File: config.mk
export PLATFORM = sky130hd
export DESIGN_NAME = bcd_calc_sequencer
export DESIGN_NICKNAME = d
export VERILOG_FILES = /design/src/rtl/bcd_calc_sequencer.sv
export SDC_FILE = /design/constraint.sdc
export NUM_CORES = 1
export LEC_CHECK = 0
export ABC_AREA = 1
export CAP_MARGIN = 20
export CORE_ASPECT_RATIO = 2
export CORE_MARGIN = 1.5
export CORE_UTILIZATION = 55
export DETAILED_ROUTE_END_ITERATION = 6
export PLACE_DENSITY = 0.8
export SLEW_MARGIN = 20
export SYNTH_ARGS = -nofsm -noshare
export SYNTH_HDL_FRONTEND = slang
export SYNTH_SLANG_ARGS = --single-unit
File: constraint.sdc
create_clock -name clk -period 5.5 [get_ports clk]
set_clock_uncertainty 0.15 [all_clocks]
set_input_delay 1.1 -clock clk [delete_from_list [all_inputs] [get_ports clk]]
set_output_delay 1.1 -clock clk [all_outputs]
set_load 0.01 [all_outputs]
File: src/rtl/bcd_calc_sequencer.sv
// Digit-serial BCD add/subtract sequencer.
// Latches two DIGITS-wide BCD operands, checks every digit and computes A+B or
// A-B one digit per clock, starting with the least significant digit. When
// A-B would be negative, B-A is computed on a second pass and neg is raised.
// The magnitude is returned on setVal together with a one-cycle set strobe.
module bcd_calc_sequencer #(
    parameter int DIGITS     = 4,
    parameter bit WRITE_BACK = 1'b1
) (
    input  logic                clk,
    input  logic                rst,
    input  logic                start,
    input  logic                op,
    input  logic [4*DIGITS-1:0] a_bcd,
    input  logic [4*DIGITS-1:0] b_bcd,
    output logic                end_obl,
    output logic                set,
    output logic [4*DIGITS-1:0] setVal,
    output logic                neg,
    output logic                ovf,
    output logic                err
);

    localparam int W  = 4 * DIGITS;
    localparam int IW = (DIGITS > 1) ? $clog2(DIGITS) : 1;

    typedef enum logic [2:0] {
        S_IDLE  = 3'd0,
        S_CHECK = 3'd1,
        S_CALC  = 3'd2,
        S_WRITE = 3'd3,
        S_DONE  = 3'd4
    } state_t;

    state_t          state_r;
    logic [W-1:0]    x_r;
    logic [W-1:0]    y_r;
    logic [W-1:0]    work_r;
    logic            op_r;
    logic [IW-1:0]   idx_r;
    logic            cy_r;
    logic            swapped_r;

    logic [3:0]      x_dig_s;
    logic [3:0]      y_dig_s;
    logic [4:0]      x5_s;
    logic [4:0]      sum_s;
    logic [4:0]      sub_s;
    logic [4:0]      t_s;
    logic [3:0]      dig_s;
    logic            cout_s;
    logic            last_s;

    // True when every 4-bit digit of v is a legal BCD value (0..9).
    function automatic logic digits_ok(input logic [W-1:0] v);
        logic ok;
        ok = 1'b1;
        for (int i = 0; i < DIGITS; i++) begin
            if (v[4*i +: 4] > 4'd9) begin
                ok = 1'b0;
            end
        end
        return ok;
    endfunction

    // One BCD digit of add or subtract, with decimal carry/borrow correction.
    always_comb begin
        x_dig_s = x_r[{idx_r, 2'b00} +: 4];
        y_dig_s = y_r[{idx_r, 2'b00} +: 4];
        x5_s    = {1'b0, x_dig_s};
        sum_s   = x5_s + {1'b0, y_dig_s} + {4'b0000, cy_r};
        sub_s   = {1'b0, y_dig_s} + {4'b0000, cy_r};
        t_s     = 5'd0;
        cout_s  = 1'b0;
        if (op_r == 1'b0) begin
            if (sum_s > 5'd9) begin
                t_s    = sum_s - 5'd10;
                cout_s = 1'b1;
            end else begin
                t_s    = sum_s;
                cout_s = 1'b0;
            end
        end else begin
            if (x5_s >= sub_s) begin
                t_s    = x5_s - sub_s;
                cout_s = 1'b0;
            end else begin
                t_s    = x5_s + 5'd10 - sub_s;
                cout_s = 1'b1;
            end
        end
        dig_s  = t_s[3:0];
        last_s = (idx_r == IW'(DIGITS - 1));
    end

    // Sequencer state, operand/working registers and registered outputs.
    always_ff @(posedge clk or negedge rst) begin
        if (!rst) begin
            state_r   <= S_IDLE;
            x_r       <= '0;
            y_r       <= '0;
            work_r    <= '0;
            op_r      <= 1'b0;
            idx_r     <= '0;
            cy_r      <= 1'b0;
            swapped_r <= 1'b0;
            end_obl   <= 1'b1;
            set       <= 1'b0;
            setVal    <= '0;
            neg       <= 1'b0;
            ovf       <= 1'b0;
            err       <= 1'b0;
        end else begin
            case (state_r)
                S_IDLE: begin
                    if (start) begin
                        x_r       <= a_bcd;
                        y_r       <= b_bcd;
                        op_r      <= op;
                        neg       <= 1'b0;
                        ovf       <= 1'b0;
                        err       <= 1'b0;
                        swapped_r <= 1'b0;
                        end_obl   <= 1'b0;
                        state_r   <= S_CHECK;
                    end else begin
                        state_r   <= S_IDLE;
                    end
                end
                S_CHECK: begin
                    idx_r  <= '0;
                    cy_r   <= 1'b0;
                    work_r <= '0;
                    // Bad operands pass through the WRITE slot with the write
                    // suppressed, so end_obl rises three cycles after start.
                    if (!digits_ok(x_r) || !digits_ok(y_r)) begin
                        err     <= 1'b1;
                        state_r <= S_WRITE;
                    end else begin
                        state_r <= S_CALC;
                    end
                end
                S_CALC: begin
                    work_r[{idx_r, 2'b00} +: 4] <= dig_s;
                    cy_r <= cout_s;
                    if (last_s) begin
                        if (op_r == 1'b0) begin
                            ovf     <= cout_s;
                            state_r <= S_WRITE;
                        end else if (cout_s && !swapped_r) begin
                            // A<B: recompute as B-A and mark the result negative.
                            neg       <= 1'b1;
                            swapped_r <= 1'b1;
                            x_r       <= y_r;
                            y_r       <= x_r;
                            idx_r     <= '0;
                            cy_r      <= 1'b0;
                            state_r   <= S_CALC;
                        end else begin
                            state_r <= S_WRITE;
                        end
                    end else begin
                        idx_r <= idx_r + 1'b1;
                    end
                end
                S_WRITE: begin
                    if (!err) begin
                        setVal <= work_r;
                        set    <= WRITE_BACK;
                    end else begin
                        set    <= 1'b0;
                    end
                    state_r <= S_DONE;
                end
                S_DONE: begin
                    set     <= 1'b0;
                    end_obl <= 1'b1;
                    state_r <= S_IDLE;
                end
                default: begin
                    set     <= 1'b0;
                    end_obl <= 1'b1;
                    state_r <= S_IDLE;
                end
            endcase
        end
    end

endmodule

Word-level counts from Yosys, hierarchy flattened
Index checks and enable logic that the tools add are counted.
{"block": "word_totals", "register_bits": 76, "input_bits": 36, "out_inout_bits": 21, "word_cells": 123}
{"block": "classes", "n_addsub": 9, "magnitude_cmp": 10, "n_eq_ne": 12, "shift": 4, "n_mux": 55, "bitwise": 2, "n_reduce_logical": 18}
{"cell": "$mux W16", "n": 8}
{"cell": "$pmux W16 S2", "n": 3}
{"cell": "$gt A4 B4 Y1 const B", "n": 8}
{"cell": "$shiftx A16 B5 Y4", "n": 2}
{"cell": "$mux W1", "n": 28}
{"cell": "$bwmux W16", "n": 1}
{"cell": "$shift A4 B6 Y16 const A", "n": 1}
{"cell": "$shiftx A4 B6 Y16", "n": 1}
{"cell": "$mux W4", "n": 3}
{"cell": "$ne A2 B2 Y1 const B", "n": 6}
{"cell": "$pmux W1 S2", "n": 6}
{"cell": "$pmux W3 S4", "n": 1}
{"cell": "$sub A4 B4 Y4", "n": 2}
{"cell": "$eq A3 B2 Y1 const B", "n": 2}
{"cell": "$mux W2", "n": 3}
{"cell": "$ne A3 B3 Y1 const B", "n": 2}
{"cell": "$neg A4 Y6", "n": 1}
{"cell": "$reduce_and A2 Y1", "n": 3}
{"cell": "$reduce_and A3 Y1", "n": 2}
{"cell": "$reduce_bool A2 Y1", "n": 3}
{"cell": "$reduce_or A3 Y1", "n": 2}
{"cell": "$add A4 B1 Y5", "n": 1}
{"cell": "$add A4 B4 Y5", "n": 1}
{"cell": "$add A5 B1 Y5", "n": 1}
{"cell": "16 further kinds", "n": 19}

Longest topological paths before layout
Gate-level depths: netlist (run 1).
{"block": "logic_depth", "ltp_word": 11, "mapped_depth": 24, "depth_no_buf": 23}

Worst setup path after synthesis (run 1)
No wires, ideal clock.
{"block": "synth_timing", "kind": "reg-to-reg", "start": "register idx_r[0]", "end": "register x_r[1]", "setup_ns": 0.122, "arrival_time_ns": 3.177, "required_time_ns": 5.228, "setup_slack_ns": 2.052, "stages_incl_launch_ff": 20, "n_path_buf": 4, "synth_period_minus_slack_ns": 3.448, "path_cell_list": "dfrtp_1 buf_4 inv_2 clkbuf_1 nand2_1 a32oi_1 ha_1 ha_1 xnor2_1 ha_1 a21oi_1 nand2_1 nand2_1 nand2_1 nand2_2 nand3b_2 a21boi_2 buf_6 buf_4 o21ai_1"}
{"block": "synth_via", "elab_chain_len": 9, "elab_cells_between_ends": 15, "cone_classes": "add/sub (3); order compare (2); eq/ne (3); shift (2); mux (3); reduce/logical (2)"}
{"item": "start: declaration", "line": "40", "rtl": "logic [IW-1:0] idx_r;"}
{"item": "start signal: assignment", "line": "163", "rtl": "idx_r <= idx_r + 1'b1;"}
{"item": "$shiftx A16 B5 Y4 (on tied branches)", "line": "68, 69"}
{"item": "$add A4 B4 Y5", "line": "71", "rtl": "sum_s = x5_s + {1'b0, y_dig_s} + {4'b0000, cy_r};"}
{"item": "$add A5 B1 Y5", "line": "71"}
{"item": "$gt A5 B4 Y1", "line": "76", "rtl": "if (sum_s > 5'd9) begin"}
{"item": "$mux W1", "line": "76"}
{"item": "$mux W1", "line": "75", "rtl": "if (op_r == 1'b0) begin"}
{"item": "$logic_and A1 B1 Y1", "line": "150", "rtl": "end else if (cout_s && !swapped_r) begin"}
{"item": "$ne A2 B2 Y1 (no line)"}
{"item": "$reduce_and A5 Y1 (no line) (*)"}
{"item": "end signal: assignment", "line": "154", "rtl": "x_r <= y_r;"}
{"item": "end: declaration", "line": "36", "rtl": "logic [W-1:0] x_r;"}
Mark *: on every way between the ends. The rest lies on a longest branch, timed or not.
A chain may end at the register's enable or synchronous reset.

Worst setup path in the final report (run 1)
{"block": "layout_timing", "start": "register idx_r[0]", "end": "register y_r[10]"}
{"block": "layout_via", "elab_chain_len": 9, "elab_cells_between_ends": 15, "cone_classes": "add/sub (3); order compare (2); eq/ne (3); shift (2); mux (3); reduce/logical (2)"}
{"item": "$shiftx A16 B5 Y4 (on tied branches)", "line": "68, 69"}
{"item": "$add A4 B4 Y5", "line": "71"}
{"item": "$add A5 B1 Y5", "line": "71"}
{"item": "$gt A5 B4 Y1", "line": "76"}
{"item": "$mux W1", "line": "76"}
{"item": "$mux W1", "line": "75"}
{"item": "$logic_and A1 B1 Y1", "line": "150"}
{"item": "$ne A2 B2 Y1 (no line)"}
{"item": "$reduce_and A5 Y1 (no line) (*)"}
{"item": "end signal: assignment", "line": "155", "rtl": "y_r <= x_r;"}
{"item": "end: declaration", "line": "37", "rtl": "logic [W-1:0] y_r;"}
Marked as above.

==> qor.yml, run 1 <==
final_layout:
  drive_gt1_frac: 0.0533
  areaGrowthSynthToFinish_pct: 20.0
  fin_area_um2: 5180
  final_nets: 670
  post-route-util: 0.681
  seqCellArea_um2: 1900
  multi_input_area_um2: 1970
  diodes: 0
  fill_cells: 643
placement:
  place.gp.congestion: 0.945
  postPlaceCellArea_um2: 4890
  io_buffers: 56
  dp_hpwl_um: 7700
synthesis:
  ys_ff_latch: 76
  yosys_warnings: 0
  synthesis.area_um2: 4320
  synthTopCellsByArea: "dfrtp_1 43%, nand2_1 13%, o21ai_0 8.9%"
  synthCells: 566
  yosys.area.top_type: "dfrtp_1"
  synth.most_common_cell: "nand2_1"
  yosysTopAreaCellShare: 0.435
  mappedNetlistNets: 622
  synth_edf_count: 0
  postSynthAreaPerCell_um2: 7.63
  synthArstFlopShare: 1.00
  ys.flop_type: "dfrtp_1"
  ys_types: 33
  ys_seq_area_frac: 0.441
  synthTopCellsByCount: "151 x nand2_1, 86 x inv_1, 77 x o21ai_0"
sta:
  drv_slew: 0
  final.min_clock_period_ps: 4700
  fin_setup_tns_ps: 0
  rsz0062_at_grt: "false"
  finalHoldViolCount: 0
  worstMarginPinSlew_ps: 930
  min_period_over_period: 0.854
  slew_headroom: 0.379
  fmax_ghz: 0.213
  setup_viol: 0
setup_path:
  r2r-start: "idx_r[0]"
  endpoint_kind: "flip-flop"
  cp_max_fo: 30
  critPathArrivalTime_ps: 4810
  r2r-end: "y_r[10]"
  reg2regPathDepth: 17
  start_kind: "flip-flop"
  crit_path_start: "idx_r[0]"
  reg2reg_slack_ps: 800
  cp.required_ps: 5610
  critPathKind: "flip-flop to flip-flop"
clock_tree:
  cts_resized: 0
  clock_latency_ps: 350
  cts_tree: "done"
  cts.sinks: 76
  cts_max_path_buffers: 2
  htreeDepth: 3
  cts_root_buf: "clkbuf_16"
  cts-buffers-inserted: 9
  clk_pin_slew_worst_paths_ps: 60
  ctsHoldBuffers: 0
  cts_setup_buffers: 0
die:
  die-area_um2: 8420
  core-area_um2: 7600
  rows: 45
  fp.dieH_um: 128
  ios: 57
  initial_utilization: 0.568
  fp.dieW_um: 65.6
status:
  violations: "DRC"
  status: "finished, violations left"
routing:
  first_iter_violations: 305
  route.detailed.drc: 3
  firstDrtPassIters: 7
  wl_per_cell_um: 14.3
  avgViaCountPerCell: 5.53
  wl_um: 10200
  vias: 3940
  ant_nets: 0
run:
  maxCapViolCount: 0
global_routing:
  grt_max_degree: 73
  met1_usage: 0.267
  overflow: 0
  grt_pass1_wl_um: 17100
  grt-busiest-layer: "met2"
  use_met2: 0.484
  grt_pass1_vias: 3857
  grt.total_usage: 0.268
  grtUsageMet3: 0.0500
  antenna_found_initial: 0
worst_hold_path:
  whs_endpoint: "end_obl"
  hold_path_class: "flip-flop to flip-flop"
  hold_depth: 2
  worstHoldStart: "end_obl"
cell usage in the layout (no fill, tap or decap), types with 4 or more instances in the layout:
cell type	count
nand2_1	151
inv_1	86
o21ai_0	77
dfrtp_1	75
clkdlybuf4s50_1	55
o21ai_1	27
nand3_1	26
a21oi_1	23
nor2_1	21
ha_1	16
clkbuf_16	9
nand4_1	6
nor3_1	4
fa_1	4
flip-flops by register name (all words and copies together) (netlist names), 2 cells and up:
| name | count |
|---|---|
| idx_r | 2 |
| work_r | 16 |
| y_r | 16 |
| setVal | 16 |
| x_r | 16 |
| state_r | 3 |
final cells by class:
type,count,area share
Multi-Input combinational cell,380,0.380
Sequential cell,76,0.367
Clock inverter,7,0.0114
Clock buffer,9,0.0435
Timing Repair Buffer,59,0.112
Inverter,88,0.0638
Tap cell,94,0.0227
how the worst max path moves through the flow:
stage | to | cells after the start
finish | y_r[10] | 17
global route | y_r[7] | 17
CTS | y_r[10] | 17
detailed placement | y_r[10] | 17
global placement | x_r[12] | 16
floorplan | x_r[1] | 19
layer usage:
metal,wire (um),part of all wire
met5,0,0
met2,5630,0.55
met3,388,0.038
met1,3580,0.35
met4,589,0.058
cells by family after synthesis:
kind of cell / share of synthesized area
and+or+nand+nor: 0.208
AOI/OAI and AO/OA: 0.168
buffers and inverters: 0.106
DFF: 0.441
adders and majority gates: 0.0649
xor gates and xnor gates: 0.0101
muxes: 0.00261
critical path: stages, from the launching register on:
cell and delay, ps:
dfrtp_1 940, inv_2 300, o21ai_0 240, a21oi_1 60, a21oi_1 350, ha_1 310, xnor2_1 100, ha_1 380
a21oi_1 230, nand2_1 70, nand2_1 70, nand2_1 120, nand2_2 140, nand3b_2 140, a21boi_4 430, buf_4 360
nand2_1 90, o21ai_1 90
stage by stage:
step	instances	setup slack (ps)	hold WS [ps]
after floorplan	566	2050	295
after global placement	697	1160	302
after detailed placement	697	911	311
after CTS	713	860	321
after global routing	713	416	346
final	713	804	319
Power of run 1 is left out: the tool's default activity adds up to more than one toggle a clock period on the data nets, which glitch-free logic cannot reach.
==> inputs of run 2 (changes only) <==
Settings changed: CORE_MARGIN 1.5 to unset.
==> run 2 against run 1 <==
  * The run now ends clean
  * Worst setup slack gained 120 ps
  * First-iteration DRC count shrank 14%
  * Via count shrank 2.3%
  * Critical path depth is the same
  * Critical endpoint is now y_r[7]
==> qor.yml, run 2 (synthesis gave the netlist of run 1 again) <==
sta:
  final.min_clock_period_ps: 4570  # -122 ps
  drv_slew: 0  # unchanged
  finalHoldViolCount: 0  # unchanged
  slew_headroom: 0.379  # about the same
  fmax_ghz: 0.219  # +2.7%
  fin_setup_tns_ps: 0  # unchanged
  worstMarginPinSlew_ps: 930  # -0.127 ps
  rsz0062_at_grt: "false"
  min_period_over_period: 0.832  # -0.0222
  setup_viol: 0  # unchanged
  fin_hold_ws_ps: 318  # -0.798 ps
routing:
  wl_um: 10300  # +0.82%
  ant_nets: 0  # unchanged
  wl_met1_um: 3520  # -1.7%
  route.detailed.drc: 0  # -3
  first_iter_violations: 261  # -14%
  highest_layer: "met4"
  wl_met2_um: 5720  # +1.6%
  firstDrtPassIters: 5  # -2
  avgViaCountPerCell: 5.40  # -2.3%
  vias: 3851  # -2.3%
  wl_per_cell_um: 14.4  # +0.82%
  routed-wl-met3_um: 413  # +6.4%
die:
  fp.dieH_um: 127  # -0.78%
  initial_utilization: 0.568  # unchanged
  ios: 57  # unchanged
  die-area_um2: 8230  # -2.3%
  core-area_um2: 7600  # unchanged
  rows: 45  # unchanged
  fp.dieW_um: 64.6  # -1.5%
clock_tree:
  cts_resized: 0  # unchanged
  cts.sinks: 76  # unchanged
  htreeDepth: 3  # unchanged
  clk_pin_slew_worst_paths_ps: 60  # about the same
  cts_setup_buffers: 0  # unchanged
  cts-buffers-inserted: 9  # unchanged
  cts_max_path_buffers: 2  # unchanged
  ctsHoldBuffers: 0  # unchanged
  cts_tree: "done"
  cts_root_buf: "clkbuf_16"
  clock_latency_ps: 350  # about the same
worst_hold_path:
  hold_path_class: "flip-flop to flip-flop"
global_routing:
  grt_max_degree: 73  # unchanged
  overflow: 0  # unchanged
  grt_pass1_wl_um: 17000  # -0.53%
  grt.total_usage: 0.276  # +0.00858
  antenna_found_initial: 0  # unchanged
  grt_pass1_vias: 3834  # -0.60%
placement:
  dp_hpwl_um: 7750  # +0.59%
  io_buffers: 56  # unchanged
  place.gp.congestion: 0.917  # -2.9%
  placedCellCount: 697  # unchanged
setup_path:
  critPathKind: "flip-flop to flip-flop"
  critPathArrivalTime_ps: 4690  # -120 ps
  cp.required_ps: 5610  # about the same
  cp_max_fo: 30  # unchanged
  start_kind: "flip-flop"
  crit_chain: "inv_2 -> o21ai_0 -> a21oi_1 -> a21oi_1 -> ha_1 -> xnor2_1 -> ha_1 -> a21oi_1 -> nand2_1 -> nand2_1 -> nand2_1 -> nand2_2 -> nand3b_2 -> a21boi_4 -> buf_4 -> nand2_1 -> o21ai_1"
  cpMostUsedCell: "nand2_1"
  max_stage_delay_ps: 900  # -40 ps
  endpoint_kind: "flip-flop"
  reg2reg_slack_ps: 930  # +120 ps
  critPathSlowestCell: "dfrtp_1"
final_layout:
  drive_gt1_frac: 0.0517  # -0.00162
  diodes: 0  # unchanged
  fin_cells: 713  # unchanged
  mostFrequentLayoutCell: "nand2_1"
  areaGrowthSynthToFinish_pct: 20.4
  post-route-util: 0.684  # +0.00247
  final_nets: 670  # unchanged
  final_cell_mix: "151 x nand2_1, 86 x inv_1, 77 x o21ai_0, 75 x dfrtp_1, 55 x clkdlybuf4s50_1"
status:
  status: "finished, final reports clean"
run:
  maxCapViolCount: 0  # unchanged
-- run 2: final timing paths --
kind / start / to / cells after the start
worst max-delay path: idx_r[0] / y_r[7] / 17
max in group asynchronous: rst / end_obl / 2
min in group asynchronous: rst / setVal[11] / 1
worst min register to register: end_obl / end_obl / 2
worst min-delay path: end_obl / end_obl / 2
worst max register to register: idx_r[0] / y_r[7] / 17
-- run 2: critical path: cells and delay by family, from the launching register on --
family	cells	cell delay, ps
adders and majority gates	2	630
and+or+nand+nor	6	660
DFF	1	900
AOI/OAI and AO/OA	6	1350
buffers and inverters	2	640
xor gates and xnor gates	1	150
-- run 2: stage by stage --
stage	cell area, um2	setup slack (ps)
2_1_floorplan	4320	2050
3_3_place_gp	4890	1200
3_5_place_dp	4890	999
4_1_cts	5200	967
5_1_grt	5200	506
6_report	5200	926
-- run 2: metal layers --
layer	track usage	up-vias
met5	0	-
met4	0.182	0
met3	0.0554	50
met2	0.508	144
met1	0.268	1752
li1	-	1905
-- run 2: final cells by class --
class                   instances  area [um2]
well taps                      94         118
flip-flops and latches         76        1900
multi-input cells             380        1970
fillers                       628        2400
clock buffers                  11         243
repair buffers                 59         578
clock inverters                 5        60.1
inverters                      88         330
Power of run 2 is left out for the same reason.
